--- config.mk ---
export PLATFORM = sky130hd
export DESIGN_NAME = btb_fa
export DESIGN_NICKNAME = d
export VERILOG_FILES = /design/src/rtl/btb_fa.sv
export SDC_FILE = /design/constraint.sdc
export NUM_CORES = 1
export LEC_CHECK = 0
export BUFFER_PORTS_ARGS = -buffer_cell sky130_fd_sc_hd__buf_2
export CAP_MARGIN = 20
export CORE_ASPECT_RATIO = 0.5
export CORE_MARGIN = 2
export CORE_UTILIZATION = 55
export DETAILED_ROUTE_END_ITERATION = 8
export PLACE_DENSITY_LB_ADDON = 0.2
export SLEW_MARGIN = 20
export SYNTH_ARGS = -nofsm -noshare
export SYNTH_HDL_FRONTEND = slang
export SYNTH_SLANG_ARGS = --single-unit
--- constraint.sdc ---
create_clock -name clk -period 5 [get_ports clk]
set_input_delay 0.25 -clock clk [delete_from_list [all_inputs] [get_ports clk]]
set_output_delay 0.25 -clock clk [all_outputs]
set_load 0.02 [all_outputs]
--- src/rtl/btb_fa.sv ---
// Fully-associative branch target buffer for the fetch stage.
//
// Holds (PC tag, target) pairs in 2**s_index entries. Fetch lookups get a
// registered response one cycle later. Execute allocates or updates an entry
// when a branch resolves taken. A tree pseudo-LRU picks the victim entry when
// all entries are valid.
//
// Ports:
//   clk          system clock
//   rst          asynchronous active-high reset
//   lookup_valid fetch presents lookup_pc this cycle
//   lookup_pc    fetch PC (bits [1:0] ignored)
//   resp_valid   registered: a lookup was presented last cycle
//   resp_hit     registered: last cycle's lookup matched a valid entry
//   resp_target  registered: predicted target, 0 on a miss
//   upd_valid    execute writes a resolved taken branch
//   upd_pc       branch PC (bits [1:0] ignored)
//   upd_target   resolved target
//   flush        synchronous invalidate of all entries
module btb_fa #(
  parameter int unsigned s_index   = 3,
  parameter int unsigned tag_width = 30
) (
  input  logic        clk,
  input  logic        rst,
  input  logic        lookup_valid,
  input  logic [31:0] lookup_pc,
  output logic        resp_valid,
  output logic        resp_hit,
  output logic [31:0] resp_target,
  input  logic        upd_valid,
  input  logic [31:0] upd_pc,
  input  logic [31:0] upd_target,
  input  logic        flush
);

  localparam int unsigned Entries = 1 << s_index;
  localparam int unsigned Nodes   = Entries - 1;

  logic [Entries-1:0]   valid_q, valid_d;
  logic [Nodes-1:0]     plru_q, plru_d;
  logic [tag_width-1:0] tag_q    [Entries];
  logic [31:0]          target_q [Entries];

  logic                 resp_valid_q, resp_hit_q;
  logic [31:0]          resp_target_q;

  logic [tag_width-1:0] lk_tag, up_tag;
  logic                 lk_hit, up_hit, free_any, do_write;
  logic [s_index-1:0]   lk_idx, up_idx, free_idx, victim_idx, wr_idx;
  logic [31:0]          lk_target;

  logic                 unused_pc_bits;
  assign unused_pc_bits = ^{lookup_pc[1:0], upd_pc[1:0]};

  assign lk_tag = lookup_pc[2 +: tag_width];
  assign up_tag = upd_pc[2 +: tag_width];

  // Lookup match; the update rule keeps tags unique so the OR-mux is one-hot.
  always_comb begin
    lk_hit    = 1'b0;
    lk_idx    = '0;
    lk_target = '0;
    for (int i = 0; i < int'(Entries); i++) begin
      if (valid_q[i] && tag_q[i] == lk_tag) begin
        lk_hit    = 1'b1;
        lk_idx    = i[s_index-1:0];
        lk_target = lk_target | target_q[i];
      end
    end
  end

  // Update tag match and lowest-numbered invalid entry.
  always_comb begin
    up_hit   = 1'b0;
    up_idx   = '0;
    free_any = 1'b0;
    free_idx = '0;
    for (int i = 0; i < int'(Entries); i++) begin
      if (valid_q[i] && tag_q[i] == up_tag) begin
        up_hit = 1'b1;
        up_idx = i[s_index-1:0];
      end
    end
    // Descending scan so the lowest invalid index wins.
    for (int i = int'(Entries) - 1; i >= 0; i--) begin
      if (!valid_q[i]) begin
        free_any = 1'b1;
        free_idx = i[s_index-1:0];
      end
    end
  end

  // Victim walk: node bit at depth d is index bit d (LSB at the root).
  always_comb begin : victim_walk
    int node;
    logic b;
    node       = 0;
    victim_idx = '0;
    for (int d = 0; d < int'(s_index); d++) begin
      b             = plru_q[node];
      victim_idx[d] = b;
      node          = 2 * node + 1 + int'(b);
    end
  end

  assign do_write = upd_valid & ~flush;
  assign wr_idx   = up_hit ? up_idx : (free_any ? free_idx : victim_idx);

  always_comb begin
    valid_d = valid_q;
    if (flush) begin
      valid_d = '0;
    end else if (do_write) begin
      valid_d[wr_idx] = 1'b1;
    end
  end

  // At most one touch per cycle: update wins over a lookup hit. Flush leaves
  // the tree untouched.
  always_comb begin : plru_touch
    int node;
    logic               touch_en;
    logic [s_index-1:0] touch_idx;
    plru_d    = plru_q;
    touch_en  = 1'b0;
    touch_idx = '0;
    node      = 0;
    if (!flush) begin
      if (do_write) begin
        touch_en  = 1'b1;
        touch_idx = wr_idx;
      end else if (lookup_valid && lk_hit) begin
        touch_en  = 1'b1;
        touch_idx = lk_idx;
      end
    end
    if (touch_en) begin
      for (int d = 0; d < int'(s_index); d++) begin
        plru_d[node] = ~touch_idx[d];
        node         = 2 * node + 1 + int'(touch_idx[d]);
      end
    end
  end

  always_ff @(posedge clk or posedge rst) begin
    if (rst) begin
      valid_q       <= '0;
      plru_q        <= '0;
      resp_valid_q  <= 1'b0;
      resp_hit_q    <= 1'b0;
      resp_target_q <= '0;
    end else begin
      valid_q       <= valid_d;
      plru_q        <= plru_d;
      resp_valid_q  <= lookup_valid;
      resp_hit_q    <= lookup_valid & lk_hit;
      resp_target_q <= (lookup_valid && lk_hit) ? lk_target : 32'h0;
    end
  end

  // Payload arrays are qualified by valid_q and need no reset.
  always_ff @(posedge clk) begin
    if (do_write) begin
      tag_q[wr_idx]    <= up_tag;
      target_q[wr_idx] <= upd_target;
    end
  end

  assign resp_valid  = resp_valid_q;
  assign resp_hit    = resp_hit_q;
  assign resp_target = resp_target_q;

endmodule

== After elaboration in Yosys (flattened, before gate mapping) ==
Memories as Yosys holds them, arrays and structs flattened.
Cells that the tools add are included.

* Logic and storage cells: 153
* Memory bits (writable): 496
* Memories kept: 2
* Input bits: 101
* Bits in registers: 49

{| class="wikitable"
|+ Memory list
! name !! depth !! bits a word !! rd ports !! clocked after Yosys merged registers in !! wr ports !! line !! source
|-
| target_q || 8 || 32 || 8 || 0 || 1 || 43 || <nowiki>logic [31:0] target_q [Entries];</nowiki>
|-
| tag_q || 8 || 30 || 8 || 0 || 1 || 42 || <nowiki>logic [tag_width-1:0] tag_q [Entries];</nowiki>
|}

* Add/subtract/negate cells: 6
* Mux-type cells: 81
* Reductions and logical operators: 21
* Bitwise gates (word level): 14
* Equality and inequality tests: 16
* Order comparisons: 8

{| class="wikitable"
|+ Operator list
! operator !! number
|-
| $eq A30 B30 Y1 || 16
|-
| $mux W32 || 9
|-
| $or A32 B32 Y32 || 7
|-
| $mux W3 || 25
|-
| $mux W1 || 38
|-
| $logic_and A1 B1 Y1 || 20
|-
| $mux W8 || 2
|-
| $bwmux W7 || 2
|-
| $add A4 B1 Y5 || 2
|-
| $lt A5 B4 Y1 const B || 2
|-
| $demux W1 S3 || 3
|-
| $add A3 B1 Y4 const B || 2
|-
| $lt A2 B4 Y1 const B || 2
|-
| $or A8 B8 Y8 || 1
|-
| $bmux W1 S3 || 2
|-
| $ge A5 B1 Y1 const B || 1
|-
| $add A1 B1 Y2 const A || 2
|-
| $lt A3 B4 Y1 const B || 1
|-
| $not A1 Y1 || 4
|-
| $ge A3 B1 Y1 const B || 1
|-
| $and A1 B1 Y1 || 2
|-
| $ge A2 B1 Y1 const B || 1
|-
| $reduce_bool A2 Y1 || 1
|}

== Longest topological paths before layout ==
Gate-level depths: netlist (run 1).
An unclocked memory read counts as a cell.

* Word-level depth: 23
* Mapped depth: 12
* Gate-level depth less buffers: 10

== Worst setup path after synthesis (run 1) ==
No wires, ideal clock.

* Kind: reg-to-reg
* Start point: memory tag_q[3][9]
* End point: memory tag_q[0][0] (enable)
* Required time: 4.518 ns
* Stages on the path, launching flop included: 10
* Library setup time: 0.482 ns
* Path buffers: 0
* Path slack: -0.518 ns
* Arrival time: 5.036 ns
* Cells stage by stage: edfxtp_1 xnor2_2 nand4_1 or4_1 nor4_2 nand3b_1 nor4_1 or3_1 or3_1 nor2_1

{| class="wikitable"
|+ RTL lines
! element !! line
|-
| start, declared || 42
|}

== Worst setup path in the final report (run 1) ==
* Start point: input upd_pc[5]
* End point: register plru_q[3]

* Longest elaborated chain between the ends: 21

{| class="wikitable"
|+ RTL lines
! element !! line !! source
|-
| start, declared || 32 || <nowiki>input logic [31:0] upd_pc,</nowiki>
|-
| $eq A30 B30 Y1 || 80 || <nowiki>if (valid_q[i] && tag_q[i] == up_tag) begin</nowiki>
|-
| $logic_and A1 B1 Y1 || 80 ||
|-
| $mux W1 (8 in a row) || 80 ||
|-
| $mux W3 (*) || 108 || <nowiki>assign wr_idx = up_hit ? up_idx : (free_any ? free_idx : victim_idx);</nowiki>
|-
| $mux W3 (*) || 130 || <nowiki>if (do_write) begin</nowiki>
|-
| $mux W3 (*) || 129 || <nowiki>if (!flush) begin</nowiki>
|-
| $add A1 B1 Y2 || 141 || <nowiki>node = 2 * node + 1 + int'(touch_idx[d]);</nowiki>
|-
| $add A3 B1 Y4 || 141 ||
|-
| $add A4 B1 Y5 || 141 ||
|-
| $ge A5 B1 Y1 (not written as such) / $lt A5 B4 Y1 (equally long branches) || 140 || <nowiki>plru_d[node] = ~touch_idx[d];</nowiki>
|-
| $logic_and A1 B1 Y1 (not written as such) || 140 ||
|-
| $mux W1 (not written as such) || 140 ||
|-
| $demux W1 S3 || 140 ||
|-
| $bwmux W7 (*) || 140 ||
|-
| end signal, assigned || 155 || <nowiki>plru_q <= plru_d;</nowiki>
|-
| end, declared || 41 || <nowiki>logic [Nodes-1:0] plru_q, plru_d;</nowiki>
|}

Mark *: on every way between the ends. The rest lies on a longest branch, timed or not.
A chain may end at the register's enable or synchronous reset.

==> flow_summary_export.csv, run 1 <==
group,metric,value,unit
timing,whs,0.04860,ns
cells_and_area,stdcell_area,27650,um^2
timing,rsz0062_at_grt,"no",
critical_path,cp_max_fo,14,
global_routing,gr-usage-all-layers,32.19,%
critical_path,cp-end-kind,"flop",
min_path,hold-path-cell-count,1,
place,dp_hpwl,44220,um
timing,tightest_slew,0.8501,ns
critical_path,timing.rr.start,"tag_q[3][17]",
global_routing,antenna_found_initial,0,
die,std_cell_rows,54,
critical_path,start_kind,"input pin",
cts,clk_pin_slew,0.07,ns
die,die_area,45810,um^2
cts,cts-root-buf,"clkbuf_16",
timing,fin_skew,0.03267,ns
die,start_util,55.64,%
power_and_ir_drop,powerDensity,348.3,nW/um^2
synth,yosysSeqAreaShare,66.59,%
timing,fmax,0.2464,GHz
cells_and_area,antenna_cells,0,
critical_path,r2r_slack,0.96,ns
timing,final_hold_viol_count,0,
synth,synth_seq_cells,545,
run,max-cap-violations,0,
timing,period_share,81.18,%
critical_path,r2r.worst_path.cells,10,
detailed_routing,drc,0,
timing,finalSetupViolations,0,
power_and_ir_drop,total_power,9630,uW
timing,min_period,4.059,ns
die,ios,135,
cells_and_area,area_delta_synth_final,14.22,%
cells_and_area,layout-drive-gt1-share,15.19,%
global_routing,grt_max_degree,63,
run_status,status,"completed",
synth,synth_edf_count,496,
cts,clock_sinks,545,
timing,slew_violations,0,
place,gp_congestion,0.9884,
cts,clk_path_buf_depth,3,
die,core,43510,um^2
critical_path,critPathRequiredTime,5.46,ns
critical_path,r2r-end,"target_q[5][5]",
detailed_routing,first_pass_iters,6,
synth,synth_nets,1722,
cts,postCtsSetupRepairBufs,0,
die,dieWidth,300.7,um
min_path,holdCritStartpoint,"upd_pc[28]",
cts,cts_tree,"built",
place,numPortBuffers,130,
synth,ys_types,52,
detailed_routing,routed_wl,73980,um
power_and_ir_drop,irDropWorstVdd,248.6,uV
cts,cts_made_buffers,48,
synth,syn_area,24210,um^2
place,placedInstanceArea,25680,um^2
synth,syn_inst,1621,
detailed_routing,via_count,15520,
cts,clk_latency,0.60,ns
min_path,hold_path.class,"in2reg",
critical_path,worstSetupPathType,"in2reg",
power_and_ir_drop,p_leak,0.008958,uW
critical_path,cp.arrival,4.52,ns
global_routing,grt_pass1_vias,15400,
global_routing,grt.overflow.total,0,
synth,ys.flop_type,"edfxtp_1",
synth,synth_warnings,0,
synth,async_flop_share,8.991,%
synth,avgSynthCellArea,14.93,um^2
timing,max_slew_margin,42.20,%
detailed_routing,drt_iter0_markers,2016,
die,die_h,152.4,um
detailed_routing,drt-wirelength-per-cell,30.51,um
min_path,hold_path_end,"tag_q[2][26]",
detailed_routing,drtAntennaViolNets,0,
cells_and_area,final_nets,1898,
cts,htree_num_levels,2,
detailed_routing,viasPerCell,6.400,
global_routing,grt_pass1_wl,105900,um
[synthesized netlist by cell type (7+ instances only)]
| master | count | area (um^2) |
|---|---|---|
| a31oi_1 | 35 | 219.0 |
| nand2_1 | 18 | 67.56 |
| xnor2_2 | 7 | 113.9 |
| nand4_1 | 124 | 775.7 |
| edfxtp_1 | 496 | 14890 |
| nor4_1 | 66 | 412.9 |
| clkbuf_1 | 26 | 97.59 |
| inv_1 | 18 | 67.56 |
| o22ai_1 | 9 | 56.30 |
| dfrtp_1 | 49 | 1226 |
| xor2_1 | 150 | 1314 |
| nor2_1 | 24 | 90.09 |
| a22o_1 | 32 | 280.3 |
| a22oi_1 | 66 | 495.5 |
| xnor2_1 | 320 | 2803 |
| buf_2 | 49 | 245.2 |
| a21oi_1 | 9 | 45.04 |
| nand3_1 | 18 | 90.09 |
| buf_6 | 10 | 112.6 |
| a221oi_1 | 32 | 280.3 |
[worst max path at each step]
| stage | from | to |
|---|---|---|
| 4_1_cts | tag_q[3][17] | target_q[5][5] |
| 5_1_grt | upd_pc[5] | plru_q[3] |
| 3_3_place_gp | upd_pc[17] | plru_q[3] |
| 2_1_floorplan | tag_q[3][9] | tag_q[0][0] |
| 3_5_place_dp | upd_pc[17] | plru_q[3] |
| 6_report | upd_pc[5] | plru_q[3] |
[cells in the final DEF, fill, tap and decap left out, types with 3 or more instances in the layout]
cell             n
a221oi_1        32
nor4_1          65
a31oi_1         35
dfrtp_1         49
nor2_1          15
nand4_1        124
nand2_1         18
a22oi_1         66
nand3_1         18
o22ai_1          9
nor2_4           9
clkinv_2         9
nor4_4           5
mux2_1           4
bufinv_16        6
o21ai_0          5
dlygate4sd3_1   35
inv_1           17
clkbuf_16       48
clkinv_1         9
buf_12           5
xnor2_2          7
nor3_1           3
clkbuf_1        12
a22o_1          32
or4_1            3
nor2b_1          3
buf_4           45
nand3b_1         3
nor4b_1          3
a21oi_1          9
buf_2          130
xnor2_1        320
xor2_1         150
edfxtp_1       496
[worst max-delay path, cell delays in order]
cell	delay [ns]
dlygate4sd3_1	0.53
buf_2	0.19
buf_4	0.34
xnor2_1	0.22
nand4_1	0.14
nor4_1	0.34
nand4_1	0.23
a31oi_1	0.34
o221ai_1	0.37
mux2i_2	0.78
a22oi_1	0.26
nor2_1	0.18
mux2_1	0.33
[timing repair]
action                    in CTS  in global routing
gates resized for setup        0                  0
hold endpoints to repair     307                  0
hold buffers                  35                  0
[through the flow]
| step | std cells | util, % | TNS [ns] | setup WS (ns) |
|---|---|---|---|---|
| after floorplan | 1621 | - | -64.26 | -0.5182 |
| after global placement | 2300 | 59.03 | 0 | 0.9778 |
| after detailed placement | 2300 | 59.03 | 0 | 0.9481 |
| after CTS | 2425 | 63.55 | 0 | 0.9983 |
| after global routing | 2425 | 63.55 | 0 | 0.7752 |
| final | 2425 | 63.55 | 0 | 0.9412 |
[logic make-up (layout without fill, tap and decap cells)]
kind of cell / after synthesis / in the layout / share of synthesized area, %
flops: 545 / 545 / 66.59
xor+xnor: 477 / 477 / 17.47
simple gates: 284 / 284 / 7.055
compound gates: 200 / 200 / 6.254
buf+inv: 107 / 323 / 2.238
mux: 8 / 8 / 0.3876
[sequential cells by signal (all words and copies together), names as in the netlist]
| signal | cells |
|---|---|
| valid_q | 8 |
| resp_valid | 1 |
| target_q | 256 |
| resp_hit | 1 |
| plru_q | 7 |
| resp_target | 32 |
| tag_q | 240 |
[power by group]
part | internal, uW | switching (uW) | total, uW
clock network | 2140 | 1720 | 3860
registers | 5040 | 37.3 | 5080
logic | 229 | 466 | 694
total | 7410 | 2220 | 9630
[metal layers]
metal	routed length, um	up-vias	share of wire, %	GRT usage, %
li1	-	6563	-	-
met1	29860	7891	40	46.15
met2	33930	913	46	50.21
met3	7547	154	10	5.874
met4	2638	0	3.6	10.47
met5	0	-	0	0
[layout make-up]
type,instances,area (um^2)
clock buffer,62,1274
clock inverter,28,344.1
fill,3177,15860
inverter,18,67.56
multi-input combinational,969,7671
sequential,545,16120
tap,588,735.7
timing repair buffer,215,1439
Power figures use the tool's default switching activity.
==> run 2, diff against run 1 <==
==> constraint.sdc (replaced) <==
create_clock -name clk -period 3.5 [get_ports clk]
set_input_delay 0.175 -clock clk [delete_from_list [all_inputs] [get_ports clk]]
set_output_delay 0.175 -clock clk [all_outputs]
set_load 0.02 [all_outputs]
==> flow_summary_export.csv, run 2 (synthesized netlist as in run 1, its figures left out) <==
group,metric,value,unit
run_status,status,"finished with violations",
run_status,violations,"negative setup slack",
timing,final_hold_viol_count,0,
die,die_area,45810,um^2
critical_path,critPathRequiredTime,3.78,ns
detailed_routing,viasPerCell,6.357,
timing,fin_setup_tns,-0.2795,ns
critical_path,cp.arrival,3.80,ns
timing,finalSetupViolations,33,
cells_and_area,final_cell_mix,"edfxtp_1, xnor2_1, buf_4",
detailed_routing,via_count,16460,
cts,htree_num_levels,2,
cts,clock_sinks,545,
cells_and_area,final_nets,2065,
cts,cts-root-buf,"clkbuf_16",
cells_and_area,layout-drive-gt1-share,22.24,%
die,std_cell_rows,54,
global_routing,use_met2,52.14,%
power_and_ir_drop,irDropWorstVdd,479.3,uV
detailed_routing,drt-wirelength-per-cell,31.11,um
global_routing,grt_pass1_wl,113600,um
critical_path,worstSetupPathType,"reg2reg",
timing,fmax,0.2839,GHz
cells_and_area,area_delta_synth_final,21.88,%
critical_path,cp-end-kind,"flop",
detailed_routing,routed_wl,80560,um
die,core,43510,um^2
global_routing,use_met1,50.89,%
cts,cts_made_buffers,47,
global_routing,gr-usage-all-layers,34.55,%
cts,clk_pin_slew,0.07,ns
global_routing,antenna_found_initial,3,
cells_and_area,top_register,"target_q",
power_and_ir_drop,p_leak,0.009926,uW
cts,clk_path_buf_depth,3,
critical_path,worst_path_max_delay_cell,"or4_4",
timing,min_period,3.523,ns
global_routing,grt_pass1_vias,15990,
timing,rsz0062_at_grt,"yes",
die,ios,135,
cells_and_area,final_common_cell,"edfxtp_1",
global_routing,grt_max_degree,40,
cells_and_area,instances_no_fill,2589,
detailed_routing,drc,0,
critical_path,slowest_delay,0.54,ns
timing,max_slew_margin,45.02,%
place,dp.cells,2439,
critical_path,critPathMostFrequentCell,"or3_4",
global_routing,grt.overflow.total,0,
global_routing,met3_usage,7.072,%
critical_path,critPathTopFamily,"simple AND/OR/NAND/NOR gates",
timing,slew_violations,0,
place,numPortBuffers,130,
place,gp_congestion,1.046,
cells_and_area,antenna_cells,0,
die,dieWidth,300.7,um
min_path,hold_path.class,"in2reg",
power_and_ir_drop,total_power,13770,uW
cts,cts_tree,"built",
timing,fin_skew,0.03281,ns
global_routing,grt.busiest_layer,"met2",
timing,layout_setup_ws,-0.02295,ns
detailed_routing,first_pass_iters,6,
critical_path,start_kind,"flop",
run,max-cap-violations,0,
die,start_util,55.64,%
cts,clk_latency,0.59,ns
timing,period_share,100.7,%
critical_path,crit_path_cell_trace,"xnor2_2 -> nand4_1 -> or4_4 -> nor4_4 -> buf_4 -> nand3b_1 -> nor4_2 -> or3_4 -> or3_4 -> nor2_4 -> buf_12 -> buf_16",
timing,tightest_slew,0.8235,ns
detailed_routing,drtAntennaViolNets,0,
cells_and_area,largest_register_ffs,256,
place,dp_hpwl,52680,um
power_and_ir_drop,powerDensity,466.7,nW/um^2
critical_path,worst-path-buf-inv,3,
die,die_h,152.4,um
critical_path,cp_max_fo,23,
detailed_routing,drt_iter0_markers,2230,
==> run 2: cell types whose count changed in the layout (fill, tap and decap cells not counted), sizes merged <==
cell / previous run / this run
dlygate4sd3: 35 / 44
buf: 180 / 330
clkinv: 20 / 17
inv: 20 / 19
clkinvlp: 0 / 3
clkbuf: 62 / 70
bufinv: 6 / 4
==> run 2: path summary, 6_finish.rpt <==
kind | startpoint | to | slack [ns] | cells past startpoint
max | tag_q[3][7] | target_q[1][11] | -0.02 | 12
min | upd_pc[12] | tag_q[7][10] | 0.04 | 2
max reg2reg | tag_q[3][7] | target_q[1][11] | -0.02 | 12
min reg2reg | plru_q[3] | plru_q[3] | 0.49 | 1
max in group asynchronous | rst | plru_q[4] | 2.38 | 4
min in group asynchronous | rst | resp_target[23] | 0.30 | 3
==> run 2: area by class of cell <==
| class | count | area, um^2 |
|---|---|---|
| fill | 3034 | 14010 |
| inverter | 18 | 67.56 |
| tap | 588 | 735.7 |
| timing repair buffer | 383 | 3333 |
| multi-input combinational | 969 | 7711 |
| clock buffer | 61 | 1270 |
| sequential | 545 | 16120 |
| clock inverter | 25 | 267.8 |
==> run 2: power breakdown <==
| group | leakage (uW) | total, uW | switching [uW] | internal [uW] |
|---|---|---|---|---|
| clock | 0.000745 | 5300 | 2420 | 2880 |
| sequential | 0.00514 | 7260 | 55.1 | 7200 |
| combinational | 0.00404 | 1210 | 736 | 475 |
==> run 2: timing repair <==
item	in CTS	in global routing
hold endpoints to repair	306	0
resized for setup	0	17
gates cloned	0	13
hold buffers	44	0
setup endpoints to repair	12	247
pin swaps	1	1
buffers inserted	0	7
==> run 2: through the flow <==
stage                     setup WS [ns]  hold WS, ns  cell area, um^2  utilization, %
after floorplan                 -0.5239       0.2064            24270               -
after global placement         -0.03697       0.3769            27100           62.28
after detailed placement        0.03692       0.3833            27100           62.28
after CTS                      0.007462     0.005977            29080           66.82
after global routing            -0.1118      0.01289            29510           67.81
final                          -0.02295      0.03788            29510           67.81
==> run 2: metal layers <==
metal  part of all wire [%]  vias to the layer above  routed length [um]
met3                     11                      163                8796
li1                       -                     6906                   -
met4                    3.5                        0                2805
met1                     41                     8398               32950
met2                     45                      992               36000
met5                      0                        -                   0
